<file path="src/rtl/kvadd_example_vec2_adder.sv">
// Lane-wise vector adder: joins two AXI-Stream operands and queues the sums in a 2-entry output FIFO.
// Optional macro KVADD_VEC2_SATURATE_EN makes each lane saturate on unsigned overflow instead of wrapping.
module kvadd_example_vec2_adder #(
  parameter int C_AXIS_TDATA_WIDTH = 512,
  parameter int C_ADDER_BIT_WIDTH  = 32
) (
  input  logic                          aclk,
  input  logic                          areset_n,
  input  logic                          s_axis_a_tvalid,
  output logic                          s_axis_a_tready,
  input  logic [C_AXIS_TDATA_WIDTH-1:0] s_axis_a_tdata,
  input  logic                          s_axis_a_tlast,
  input  logic                          s_axis_b_tvalid,
  output logic                          s_axis_b_tready,
  input  logic [C_AXIS_TDATA_WIDTH-1:0] s_axis_b_tdata,
  input  logic                          s_axis_b_tlast,
  output logic                          m_axis_tvalid,
  input  logic                          m_axis_tready,
  output logic [C_AXIS_TDATA_WIDTH-1:0] m_axis_tdata,
  output logic                          m_axis_tlast,
  output logic                          tlast_err,
  output logic [31:0]                   beat_count
);
  localparam int AW    = C_ADDER_BIT_WIDTH;
  localparam int LANES = C_AXIS_TDATA_WIDTH / C_ADDER_BIT_WIDTH;

  function automatic logic [AW-1:0] lane_add(input logic [AW-1:0] a, input logic [AW-1:0] b);
`ifdef KVADD_VEC2_SATURATE_EN
    logic [AW:0] s;
    s = {1'b0, a} + {1'b0, b};
    lane_add = s[AW] ? {AW{1'b1}} : s[AW-1:0];
`else
    lane_add = a + b;
`endif
  endfunction

  logic [C_AXIS_TDATA_WIDTH-1:0] w_sum;
  logic                          w_last;
  logic                          w_space;
  logic                          w_push;
  logic                          w_pop;
  logic [1:0]                    w_cnt_nxt;

  logic [1:0]                    r_cnt;
  logic                          r_mvld;
  logic                          r_tlast_err;
  logic [31:0]                   r_beat_count;
  logic [C_AXIS_TDATA_WIDTH-1:0] r_head_data;
  logic                          r_head_last;
  logic [C_AXIS_TDATA_WIDTH-1:0] r_tail_data;
  logic                          r_tail_last;

  always_comb begin
    w_sum = '0;
    for (int i = 0; i < LANES; i++) begin
      w_sum[i*AW +: AW] = lane_add(s_axis_a_tdata[i*AW +: AW], s_axis_b_tdata[i*AW +: AW]);
    end
  end

  assign w_last  = s_axis_a_tlast | s_axis_b_tlast;
  // A full FIFO refuses input even when the head drains this cycle; reset also forces ready low.
  assign w_space = areset_n & (r_cnt < 2'd2);
  assign w_push  = s_axis_a_tvalid & s_axis_b_tvalid & w_space;
  assign w_pop   = r_mvld & m_axis_tready;

  assign s_axis_a_tready = w_push;
  assign s_axis_b_tready = w_push;

  always_comb begin
    w_cnt_nxt = r_cnt;
    case ({w_push, w_pop})
      2'b10:   w_cnt_nxt = r_cnt + 2'd1;
      2'b01:   w_cnt_nxt = r_cnt - 2'd1;
      default: w_cnt_nxt = r_cnt;
    endcase
  end

  always_ff @(posedge aclk or negedge areset_n) begin
    if (!areset_n) begin
      r_cnt        <= 2'd0;
      r_mvld       <= 1'b0;
      r_tlast_err  <= 1'b0;
      r_beat_count <= 32'd0;
    end else begin
      r_cnt  <= w_cnt_nxt;
      r_mvld <= (w_cnt_nxt != 2'd0);
      if (w_push && (s_axis_a_tlast != s_axis_b_tlast)) begin
        r_tlast_err <= 1'b1;
      end
      if (w_pop) begin
        r_beat_count <= r_beat_count + 32'd1;
      end
    end
  end

  // Payload registers carry no reset; their content is only meaningful while r_mvld is set.
  always_ff @(posedge aclk) begin
    if (w_pop && (r_cnt == 2'd2)) begin
      r_head_data <= r_tail_data;
      r_head_last <= r_tail_last;
    end else if (w_push && ((r_cnt == 2'd0) || w_pop)) begin
      r_head_data <= w_sum;
      r_head_last <= w_last;
    end
    if (w_push && (r_cnt == 2'd1) && !w_pop) begin
      r_tail_data <= w_sum;
      r_tail_last <= w_last;
    end
  end

  assign m_axis_tvalid = r_mvld;
  assign m_axis_tdata  = r_head_data;
  assign m_axis_tlast  = r_head_last;
  assign tlast_err     = r_tlast_err;
  assign beat_count    = r_beat_count;

endmodule

</file>
<file path="config.mk">
export PLATFORM = sky130hd
export DESIGN_NAME = kvadd_example_vec2_adder
export DESIGN_NICKNAME = d
export VERILOG_FILES = /design/src/rtl/kvadd_example_vec2_adder.sv
export SDC_FILE = /design/constraint.sdc
export NUM_CORES = 2
export LEC_CHECK = 0
export CAP_MARGIN = 20
export CORE_AREA = 2 2 607 609
export CTS_BUF_LIST = sky130_fd_sc_hd__clkbuf_16
export DETAILED_ROUTE_END_ITERATION = 6
export DIE_AREA = 0 0 609 611
export GPL_ROUTABILITY_DRIVEN = 0
export PLACE_DENSITY = 0.34
export RECOVER_POWER = 50
export REMOVE_ABC_BUFFERS = 1
export SLEW_MARGIN = 20
export SYNTH_ARGS = -nofsm -noshare
export SYNTH_HDL_FRONTEND = slang
export SYNTH_SLANG_ARGS = --single-unit
</file>
<file path="constraint.sdc">
create_clock -name aclk -period 30 [get_ports aclk]
set_input_delay 6 -clock aclk [delete_from_list [all_inputs] [get_ports aclk]]
set_output_delay 6 -clock aclk [all_outputs]
set_load 0.01 [all_outputs]
</file>
## Yosys cells after proc, flatten, opt, wreduce, memory -nomap -nowiden

Index checks and enable logic that the tools add are counted.

| cells by class | value |
|---|---|
| mux-type cells | 5 |
| $add $sub $neg | 19 |
| $lt $le $gt $ge | 1 |
| eq/ne operators | 5 |
| reduce and logical (&&, ||, !) cells | 10 |
| bitwise logic cells | 5 |

Operators with widths:

| operator | number |
|---|---|
| 512-bit two-way mux | 2 |
| 32-bit adder | 16 |
| 32-bit by 1-bit adder with 32-bit output (second input constant) | 1 |
| 1-bit logical AND | 5 |
| 1-bit AND | 4 |
| 2-bit by 1-bit equality test with 1-bit output (second input constant) | 2 |
| 2-bit equality test (second input constant) | 2 |
| 2-bit one-hot mux with 2 select lines | 1 |
| 2-bit nonzero test | 2 |
| 2-bit by 1-bit adder with 2-bit output (second input constant) | 1 |
| 2-bit logical NOT | 1 |
| 2-bit < comparator (second input constant) | 1 |
| 1-bit two-way mux | 2 |
| 2-bit by 1-bit subtractor with 2-bit output (second input constant) | 1 |
| 1-bit logical NOT | 1 |
| 1-bit logical OR | 1 |
| 1-bit inequality test | 1 |
| 1-bit OR | 1 |

| word-level totals | value |
|---|---|
| input bits | 1031 |
| output and inout bits | 549 |
| bits in registers | 1062 |

## Longest topological paths before layout

| logic depth | value |
|---|---|
| depth in word-level cells | 6 |
| mapped depth | 11 |
| depth with buffers taken out | 11 |

## Worst setup path after synthesis

No wires, ideal clock.

| timing | value |
|---|---|
| kind | input to register |
| from | input areset_n |
| to | register r_head_data[0], in the netlist m_axis_tdata[0] (enable) |
| cell stages on the path | 4 |
| library setup time | 1400 ps |
| path slack | 809 ps |
| arrival time | 27790 ps |
| cells stage by stage | and4_1 clkbuf_1 a21oi_1 nor2_1 |

| on the way | value |
|---|---|
| longest elaborated chain between the ends | 4 |

RTL lines:

| what | RTL line | source |
|---|---|---|
| start: declaration | 8 | `input logic areset_n,` |
| 1-bit AND | 62 | `assign w_space = areset_n & (r_cnt < 2'd2);` |
| 1-bit AND | 63 | `assign w_push = s_axis_a_tvalid & s_axis_b_tvalid & w_space;` |
| net s_axis_a_tready | 10 | `output logic s_axis_a_tready,` |
| 1-bit logical AND | 101 | `end else if (w_push && ((r_cnt == 2'd0) \|\| w_pop)) begin` |
| 2-bit nonzero test (no source line) | n/a |  |
| end signal: assignment | 99 | `r_head_data <= r_tail_data;` |
| end signal: assignment | 102 | `r_head_data <= w_sum;` |
| end: declaration | 48 | `logic [C_AXIS_TDATA_WIDTH-1:0] r_head_data;` |

The timed path passes the listed nets, and every way through them passes these cells.
A chain may end at the register's enable or synchronous reset.

## Worst setup path in the final report

| timing | value |
|---|---|
| from | input areset_n |
| to | output s_axis_a_tready |

| on the way | value |
|---|---|
| longest elaborated chain between the ends | 2 |

RTL lines:

| what | RTL line |
|---|---|
| 1-bit AND | 62 |
| 1-bit AND | 63 |
| end: declaration | 10 |

No other way between the ends.

==> flow_summary_export.csv <==
group,metric,value,unit
worst_hold_path,hp-class,"flip-flop to flip-flop",
clock_network,cts_buffers,154,
setup_path,ff2ff_setup_slack,21.29,ns
clock_network,cts_setup_buffers,0,
worst_hold_path,whs_endpoint,"tlast_err$_DFFE_PN0P_",
floorplan,ioPinCount,1580,
sta,setup_viol_count_final,0,
floorplan,coreArea,365000,um2
sta,slew_violations,577,
floorplan,rows,222,
setup_path,timing.rr.start,"m_axis_tvalid$_DFF_PN0_",
setup_path,arrival,8.77,ns
grt,grt_max_degree,108,
route,routed_wl,310600,um
floorplan,die_area,372100,um2
route,vias,54340,
sta,fin_setup_tns,0,ns
placement,place_hpwl,252400,um
setup_path,crit_path_start_kind,"primary input",
clock_network,h-tree-depth,4,
yosys,synth_cells,6079,
worst_hold_path,hold_path.startpoint,"tlast_err$_DFFE_PN0P_",
grt,grt_pass1_wl,426900,um
setup_path,regToRegEndpoint,"m_axis_tdata[508]$_DFFE_PP_",
cells_and_area,area_growth,40.66,%
setup_path,cp-end-kind,"primary output",
sta,hold_viol,0,
route,wl_per_cell,24.62,um
grt,grt_overflow,0,
route,vias_per_cell,4.307,
clock_network,clockRootBuffer,"clkbuf_16",
yosys,synth_seq_cells,1062,
clock_network,clock_latency,0.85,ns
grt,antenna_found_initial,197,
route,drc_errors,0,
sta,finalCriticalPeriod,14.77,ns
outcome,violations,"max-capacitance violations, max-slew violations",
yosys,yosys_most_used_dff,"edfxtp_1",
yosys,async_flop_share,3.390,%
sta,rsz0062_at_grt,"false",
grt,grt_pass1_vias,54490,
yosys,syn-cell-area,64100,um2
yosys,seq_area_frac_synth,49.47,%
sta,skew,0.04263,ns
clock_network,post_cts_resized,0,
clock_network,holdBufCountCts,0,
cells_and_area,drive_above_1_share,5.401,%
power,p_leak,34.63,nW
grt,grt.total_usage,15.96,%
yosys,yosysWarnings,0,
floorplan,die_y,611,um
cells_and_area,layout_common_cells,"nand2_1, edfxtp_1, clkdlybuf4s50_1",
sta,slew_headroom,-142.6,%
run,maxCapViolCount,14,
setup_path,path_class,"primary input to primary output",
cells_and_area,layout_commonest_cell,"nand2_1",
sta,fmax,67.72,MHz
clock_network,clk_pin_slew,0.06,ns
clock_network,clockBufferDepth,4,
cells_and_area,finalNonFillerCells,12620,
setup_path,crit_fanout,37,
setup_path,ff2ff_path_depth,9,
power,vdd_drop_max,0.00003965,V
outcome,outcome,"complete, but fails checks",
route,ant_nets,0,
cells_and_area,final_util,24.70,%
yosys,syn_avg_cell_area,10.54,um2
setup_path,cp.required,24.00,ns
clock_network,tritoncts,"yes",
yosys,synth_edf_count,1026,
placement,dpl.cell_count,12300,
power,power_density,54.49,nW/um2
floorplan,initial_core_util,17.56,%
placement,io_buffers,1579,
floorplan,die_x,609,um
yosys,synthDistinctLibCells,92,
cells_and_area,layout.nets,9194,
sta,fin_crit_sh,49.22,%
worst_hold_path,holdPathStages,1,
route,drt_iter0_drc,3486,
route,dr.pass1.iters,5,
sta,tightest_slew,3.638,ns
clock_network,cts_sinks,1062,
## report_power, final
group / switching [mW] / internal [mW]
sequential: 0.0330 / 1.83
clock: 0.748 / 1.02
combinational: 0.740 / 0.544
total: 1.52 / 3.39
## cells in the mapped netlist, drive strengths merged (17+ instances only)
master / n / share of area, %
a211oi: 63 / 0.74
a21o: 279 / 3.3
a21oi: 441 / 3.5
a31oi: 82 / 0.89
and2: 32 / 0.31
and3: 71 / 0.69
and4: 18 / 0.25
buf: 17 / 0.11
clkbuf: 195 / 1.1
dfrtp: 36 / 1.4
edfxtp: 1026 / 48
ha: 503 / 9.8
inv: 104 / 0.61
mux2: 156 / 2.8
nand2: 1237 / 7.2
nand2b: 35 / 0.34
nand3: 119 / 0.93
nand4: 62 / 0.61
nor2: 326 / 1.9
nor2b: 39 / 0.38
nor3: 44 / 0.34
o211ai: 55 / 0.64
o21a: 39 / 0.46
o21ai: 262 / 2.1
o21bai: 58 / 0.68
o31ai: 31 / 0.37
xnor2: 321 / 4.4
xor2: 182 / 2.5
## metrics by stage
| stage | cell area (um2) | worst slack, ns | hold WS (ns) | power, mW |
|---|---|---|---|---|
| floorplan | 63300 | 0.8574 | 0.4836 | 2.736 |
| global placement | 85500 | 16.10 | 0.4581 | 3.214 |
| detailed placement | 85500 | 16.04 | 0.4504 | 3.218 |
| CTS | 90230 | 16.02 | 0.4637 | 5.041 |
| global route | 90110 | 14.79 | 0.4837 | 5.183 |
| finish | 90170 | 15.23 | 0.4562 | 4.913 |
## layout make-up
type                    instances  area (um2)
well taps                    4816        6026
multi-input cells            4700       31100
repair buffers               1621       16090
clock buffers                 157        3929
clock inverters               113       803.3
fillers                     39020      274800
diodes                         45       112.6
inverters                     105       394.1
flip-flops and latches       1062       31710
## layer usage
metal	vias up	wire, um	global-route usage (%)
met5	-	570	0
met4	96	9194	4.563
met3	557	23260	5.048
met2	1837	160900	29.47
met1	26320	116700	17.31
li1	25530	-	-
## logic make-up (layout without fill, tap and decap cells)
kind of cell | after synthesis | after routing | share of synthesized area, %
xor+xnor | 503 | 503 | 6.873
mux | 160 | 160 | 2.815
simple gates | 2040 | 2040 | 13.66
flops | 1062 | 1062 | 49.47
compound gates | 1478 | 1478 | 15.00
buf+inv | 317 | 1996 | 1.870
other cells | 0 | 45 | 0
fa+ha+maj | 519 | 519 | 10.32
## how the worst max path moves through the flow
stage	start	end	slack [ns]	cells after the start
3_5_place_dp	areset_n	s_axis_a_tready	16.04	3
6_report	areset_n	s_axis_a_tready	15.23	3
2_1_floorplan	areset_n	m_axis_tdata[0]$_DFFE_PP_	0.86	3
5_1_grt	areset_n	r_tail_data[201]$_DFFE_PP_	14.79	7
3_3_place_gp	areset_n	s_axis_a_tready	16.10	3
4_1_cts	areset_n	s_axis_a_tready	16.02	3
## flip-flops by register name, summed over array words and instances (netlist names)
name	flops
r_tail_last	1
m_axis_tdata	512
m_axis_tvalid	1
tlast_err	1
r_cnt	2
beat_count	32
r_tail_data	512
m_axis_tlast	1
## critical path, cell delays in order
cell and delay, ns:
clkbuf_1 1.45, and4_1 0.57, clkdlybuf4s50_1 0.72
(Power assumes the default switching activity.)
